`config.mk`:
```
export PLATFORM = sky130hd
export DESIGN_NAME = sl_rx_ctrl
export DESIGN_NICKNAME = d
export VERILOG_FILES = /design/src/rtl/sl_rx_ctrl.sv
export SDC_FILE = /design/constraint.sdc
export NUM_CORES = 1
export LEC_CHECK = 0
export CORE_UTILIZATION = 55
export CTS_BUF_LIST = sky130_fd_sc_hd__clkbuf_8
export DETAILED_ROUTE_END_ITERATION = 8
export GPL_ROUTABILITY_DRIVEN = 0
export PLACE_DENSITY_LB_ADDON = 0.12
export SLEW_MARGIN = 15
export SYNTH_ARGS = -nofsm -noshare
export SYNTH_HDL_FRONTEND = slang
export SYNTH_SLANG_ARGS = --single-unit
```
`constraint.sdc`:
```
create_clock -name clk -period 3.09 [get_ports clk]
set_input_delay 0.7725 -clock clk [delete_from_list [all_inputs] [get_ports clk]]
set_output_delay 0.7725 -clock clk [all_outputs]
set_load 0.02 [all_outputs]
```
`src/rtl/sl_rx_ctrl.sv`:
```
// sl_rx_ctrl
//   Sequences one SL receiver: writes and verifies its configuration word
//   (retrying a limited number of times) and captures every completed-message
//   event into a small first-word-fall-through FIFO that the host drains.
//   It also keeps a saturating error-event counter and a sticky overflow flag.
//
// Ports
//   clk, rst                 clock, synchronous active-high reset
//   cfg_in, cfg_load         host config word and one-cycle write request
//   cfg_busy, cfg_err        config sequence running / last sequence failed
//   rx_wr_config_w,
//   rx_wr_enable             config write port to the receiver
//   rx_r_config_w            config readback from the receiver
//   rx_data_w, rx_status_w,
//   rx_data_status_changed   receiver event data, status and strobe
//   msg_data, msg_status,
//   msg_valid, msg_ready     FIFO head and host pop handshake
//   err_cnt, overflow        error-event count, sticky dropped-event flag
//   clr_err                  clears err_cnt, overflow and cfg_err
module sl_rx_ctrl #(
  parameter int          FIFO_DEPTH  = 4,
  parameter logic [15:0] DEFAULT_CFG = 16'h0014,
  parameter int          MAX_RETRY   = 3
) (
  input  logic        clk,
  input  logic        rst,
  input  logic [15:0] cfg_in,
  input  logic        cfg_load,
  output logic        cfg_busy,
  output logic        cfg_err,
  output logic [15:0] rx_wr_config_w,
  output logic        rx_wr_enable,
  input  logic [15:0] rx_r_config_w,
  input  logic [31:0] rx_data_w,
  input  logic [15:0] rx_status_w,
  input  logic        rx_data_status_changed,
  output logic [31:0] msg_data,
  output logic [15:0] msg_status,
  output logic        msg_valid,
  input  logic        msg_ready,
  output logic [7:0]  err_cnt,
  output logic        overflow,
  input  logic        clr_err
);

  localparam int PTR_W = (FIFO_DEPTH > 1) ? $clog2(FIFO_DEPTH) : 1;
  localparam int CNT_W = $clog2(FIFO_DEPTH + 1);
  localparam int ATT_W = (MAX_RETRY > 1) ? $clog2(MAX_RETRY) : 1;

  typedef enum logic [1:0] {
    INIT    = 2'd0,
    CFG_WR  = 2'd1,
    CFG_CHK = 2'd2,
    IDLE    = 2'd3
  } stateT;

  // ---------------------------------------------------------------------
  // Config sequencer
  // ---------------------------------------------------------------------
  stateT             stateReg, stateNext;
  logic [15:0]       pendingReg, pendingNext;
  logic [ATT_W-1:0]  attemptReg, attemptNext;
  logic              cfgErrReg;
  logic              cfgErrSet, cfgErrClr;

  always_ff @(posedge clk) begin
    if (rst) begin
      stateReg   <= INIT;
      pendingReg <= 16'h0000;
      attemptReg <= '0;
    end else begin
      stateReg   <= stateNext;
      pendingReg <= pendingNext;
      attemptReg <= attemptNext;
    end
  end

  always_comb begin
    stateNext      = stateReg;
    pendingNext    = pendingReg;
    attemptNext    = attemptReg;
    cfgErrSet      = 1'b0;
    cfgErrClr      = 1'b0;
    rx_wr_enable   = 1'b0;
    rx_wr_config_w = 16'h0000;
    cfg_busy       = 1'b1;
    case (stateReg)
      INIT: begin
        pendingNext = DEFAULT_CFG;
        attemptNext = '0;
        stateNext   = CFG_WR;
      end
      CFG_WR: begin
        rx_wr_enable   = 1'b1;
        rx_wr_config_w = pendingReg;
        stateNext      = CFG_CHK;
      end
      CFG_CHK: begin
        if (rx_r_config_w == pendingReg) begin
          cfgErrClr = 1'b1;
          stateNext = IDLE;
        end else if (int'(attemptReg) + 1 < MAX_RETRY) begin
          attemptNext = attemptReg + ATT_W'(1);
          stateNext   = CFG_WR;
        end else begin
          cfgErrSet = 1'b1;
          stateNext = IDLE;
        end
      end
      IDLE: begin
        cfg_busy = 1'b0;
        if (cfg_load) begin
          pendingNext = cfg_in;
          attemptNext = '0;
          stateNext   = CFG_WR;
        end
      end
      default: stateNext = INIT;
    endcase
  end

  // ---------------------------------------------------------------------
  // Capture FIFO (first-word-fall-through, head read combinationally)
  // ---------------------------------------------------------------------
  logic [31:0]      dataMem   [FIFO_DEPTH];
  logic [15:0]      statusMem [FIFO_DEPTH];
  logic [PTR_W-1:0] wrPtrReg, rdPtrReg;
  logic [CNT_W-1:0] countReg;
  logic             fifoFull, doPush, doPop, dropEvt, errEvt;

  assign msg_valid = (countReg != '0);
  assign fifoFull  = (countReg == CNT_W'(FIFO_DEPTH));
  assign doPop     = msg_valid && msg_ready;
  // A full FIFO still accepts an event when the head leaves in the same cycle.
  assign doPush    = rx_data_status_changed && (!fifoFull || doPop);
  assign dropEvt   = rx_data_status_changed && fifoFull && !doPop;
  assign errEvt    = rx_data_status_changed && (rx_status_w[0] || rx_status_w[4]);

  // Storage is not reset; the head outputs are gated by msg_valid instead.
  always_ff @(posedge clk) begin
    if (doPush) begin
      dataMem[wrPtrReg]   <= rx_data_w;
      statusMem[wrPtrReg] <= rx_status_w;
    end
  end

  always_ff @(posedge clk) begin
    if (rst) begin
      wrPtrReg <= '0;
      rdPtrReg <= '0;
      countReg <= '0;
    end else begin
      if (doPush) wrPtrReg <= wrPtrReg + PTR_W'(1);
      if (doPop)  rdPtrReg <= rdPtrReg + PTR_W'(1);
      case ({doPush, doPop})
        2'b10:   countReg <= countReg + CNT_W'(1);
        2'b01:   countReg <= countReg - CNT_W'(1);
        default: countReg <= countReg;
      endcase
    end
  end

  assign msg_data   = msg_valid ? dataMem[rdPtrReg]   : 32'h0;
  assign msg_status = msg_valid ? statusMem[rdPtrReg] : 16'h0;

  // ---------------------------------------------------------------------
  // Error bookkeeping; clr_err wins over any same-cycle update
  // ---------------------------------------------------------------------
  logic [7:0] errCntReg;
  logic       overflowReg;

  always_ff @(posedge clk) begin
    if (rst || clr_err) begin
      errCntReg   <= 8'h00;
      overflowReg <= 1'b0;
      cfgErrReg   <= 1'b0;
    end else begin
      if (errEvt && errCntReg != 8'hFF) errCntReg <= errCntReg + 8'h01;
      if (dropEvt) overflowReg <= 1'b1;
      if (cfgErrSet)      cfgErrReg <= 1'b1;
      else if (cfgErrClr) cfgErrReg <= 1'b0;
    end
  end

  assign err_cnt  = errCntReg;
  assign overflow = overflowReg;
  assign cfg_err  = cfgErrReg;

endmodule
```
==> reports/results.txt <==
Std-Cell Rows: 47
Worst Clk Skew: 24.3 ps
clk root buf: clkbuf_8
routed via count: 5345
clk sinks: 231
Nets: 841
register area: 6550 sq um
Clock transition at path regs: 60 ps
CTS tree: done
Slew headroom: 48.8%
setup_tns: 0 ps
critical path startpoint category: flip-flop
Distinct cells, synth: 45
Hold Crit Class: flip-flop to flip-flop
initial antenna violation count: 0
Synth Flop Type: edfxtp_1
RSZ-0062 raised after global routing: no
CTS Buffer Depth: 3
Synth async-reset ratio: 0%
Die Wd: 132 microns
vias in the first global route: 5730
EDFF count, synth: 192
largest net degree at the start of global routing: 40
Via-to-Cell Ratio: 5.40
aggregate routed wire length: 18300 microns
crit share post-route: 95.9%
maximum vdd drop: 0.345 mV
most frequent cells in the layout: edfxtp_1, clkdlybuf4s50_1, and2_1
wire per inst: 18.5 microns
Lkg Pwr: 4.31 nW
Mapped Nets: 645
GRT overflow: 0
critical path class: flip-flop to output pin
required time worst endpoint: 2320 ps
register bit count reported by yosys: 231
crit path DAT: 2190 ps
first-pass GRT wire length: 29300 microns
Cell Pwr Density: 624 nW/um^2
post-synth top area cell: edfxtp_1
Die ar.: 17500 sq um
Setup crit end kind: output pin
Worst setup startpoint: countReg[0]
Syn Inst Count: 546
Fmax: 0.338 GHz
HPWL Detailed: 11600 microns
clk_lat worst skew: 520 ps
fill count: 1073
antenna-violating nets left: 0
synth warn: 0
Die Ht: 132 microns
Final Hold Fails: 0
Max Fanout on Critical Path: 36
Area Growth Syn to Fin: 28.9%
hold path start: pendingReg[2]
Mapped Area: 9360 sq um
I/O Buffers: 162
minimum clock period: 2960 ps
1st-iter DRT viols: 220
total power: 0.00753 W
First-pass DRT Iterations: 4
top cell type's share of synthesized area: 61.6%
# setup viols final: 0
area of the multi-input gates: 2640 sq um
max-slew violation count: 0
layout cells sized above 1: 18.4%
IO Count: 163
Num CTS Buffers: 37
reg2reg start: countReg[0]
maxcap violations: 0
residual DRC count: 0
most common cell after layout, fill and taps aside: edfxtp_1
Seq/Total Area, Yosys: 70.0%
GR Util All Layers: 21.7%
ANT cells: 0
core area: 16600 sq um
Mean Syn Cell Area: 17.1 sq um
H-tree Lvls: 2
largest cells by area after synthesis: edfxtp_1, mux4_2, dfxtp_1
status: finished clean
worst slew pin tran: 769 ps
Initial Utilization: 56.4%
-- state kept, by name (all words and copies together), names as in the netlist, 3 cells and up, named ones only --
signal,count
dataMem,128
pendingReg,16
err_cnt,8
statusMem,64
countReg,3
-- critical path, cell delays in order, from the launching register on --
cell	delay, ps
dfxtp_1	380
or3_2	500
buf_6	210
clkdlybuf4s50_1	560
-- path summary, 6_finish.rpt --
kind	to	slack [ps]	cells past startpoint
min	pendingReg[2]	480	2
min reg2reg	pendingReg[2]	480	2
max reg2reg	countReg[2]	460	8
max	msg_valid	130	3
-- cell type report --
cell class / count / area share [%]
Timing Repair Buffer: 183 / 14.9
Sequential cell: 231 / 54.4
Clock inverter: 23 / 1.11
Clock buffer: 44 / 5.02
Multi-Input combinational cell: 276 / 21.9
Tap cell: 220 / 2.28
Inverter: 13 / 0.405
-- layer usage --
layer / vias to the layer above / part of all wire (%) / track usage (%)
met5: - / 0 / 0
met4: 0 / 2.2 / 7.60
met3: 30 / 6.2 / 5.82
met2: 163 / 51 / 37.0
met1: 2669 / 41 / 26.9
li1: 2483 / - / -
-- synthesized netlist by cell type (3+ instances only) --
cell type,n
edfxtp_1,192
and2_1,70
mux4_2,48
dfxtp_1,39
nor2_1,39
xor2_1,23
a22oi_1,15
clkbuf_1,13
inv_1,13
ha_1,12
buf_2,10
nand2_1,8
nor3_1,5
a211oi_1,4
a21oi_1,4
and3_1,4
nand3_1,4
xnor2_1,4
mux2i_1,3
nor4_1,3
o21ai_0,3
-- where the power goes --
group / switching [W] / internal, W / leakage [nW]
clock network: 0.00116 / 0.00139 / 0.421
registers: 0.0000633 / 0.00355 / 2.08
logic: 0.000699 / 0.000668 / 1.81
total: 0.00192 / 0.00561 / 4.31
-- through the flow --
| step | instance area [sq um] | instances | hold slack (ps) | setup WS [ps] | util, % |
|---|---|---|---|---|---|
| 2_1_floorplan | 9360 | 546 | 451 | 187 | - |
| 3_3_place_gp | 11400 | 921 | 466 | 135 | 68.5 |
| 3_5_place_dp | 11400 | 921 | 475 | 44.5 | 68.5 |
| 4_1_cts | 12100 | 990 | 482 | 104 | 72.7 |
| 5_1_grt | 12100 | 990 | 508 | 42.5 | 72.7 |
| 6_report | 12100 | 990 | 481 | 128 | 72.7 |
-- cell families after synthesis --
logic type / share of synthesized area (%)
adders and majority gates: 1.82
DFF: 70.0
AOI/OAI and AO/OA: 2.92
and+or+nand+nor: 9.01
buffers and inverters: 1.90
xor gates and xnor gates: 2.53
muxes: 11.9
-- timing repair --
| action | in CTS | in global routing |
|---|---|---|
| endpoints found under the setup margin | 64 | 0 |
| setup buffers | 2 | 0 |
| resized for setup | 51 | 0 |
| hold buffers | 0 | 0 |
No activity file was read; power rests on OpenSTA's default activity.
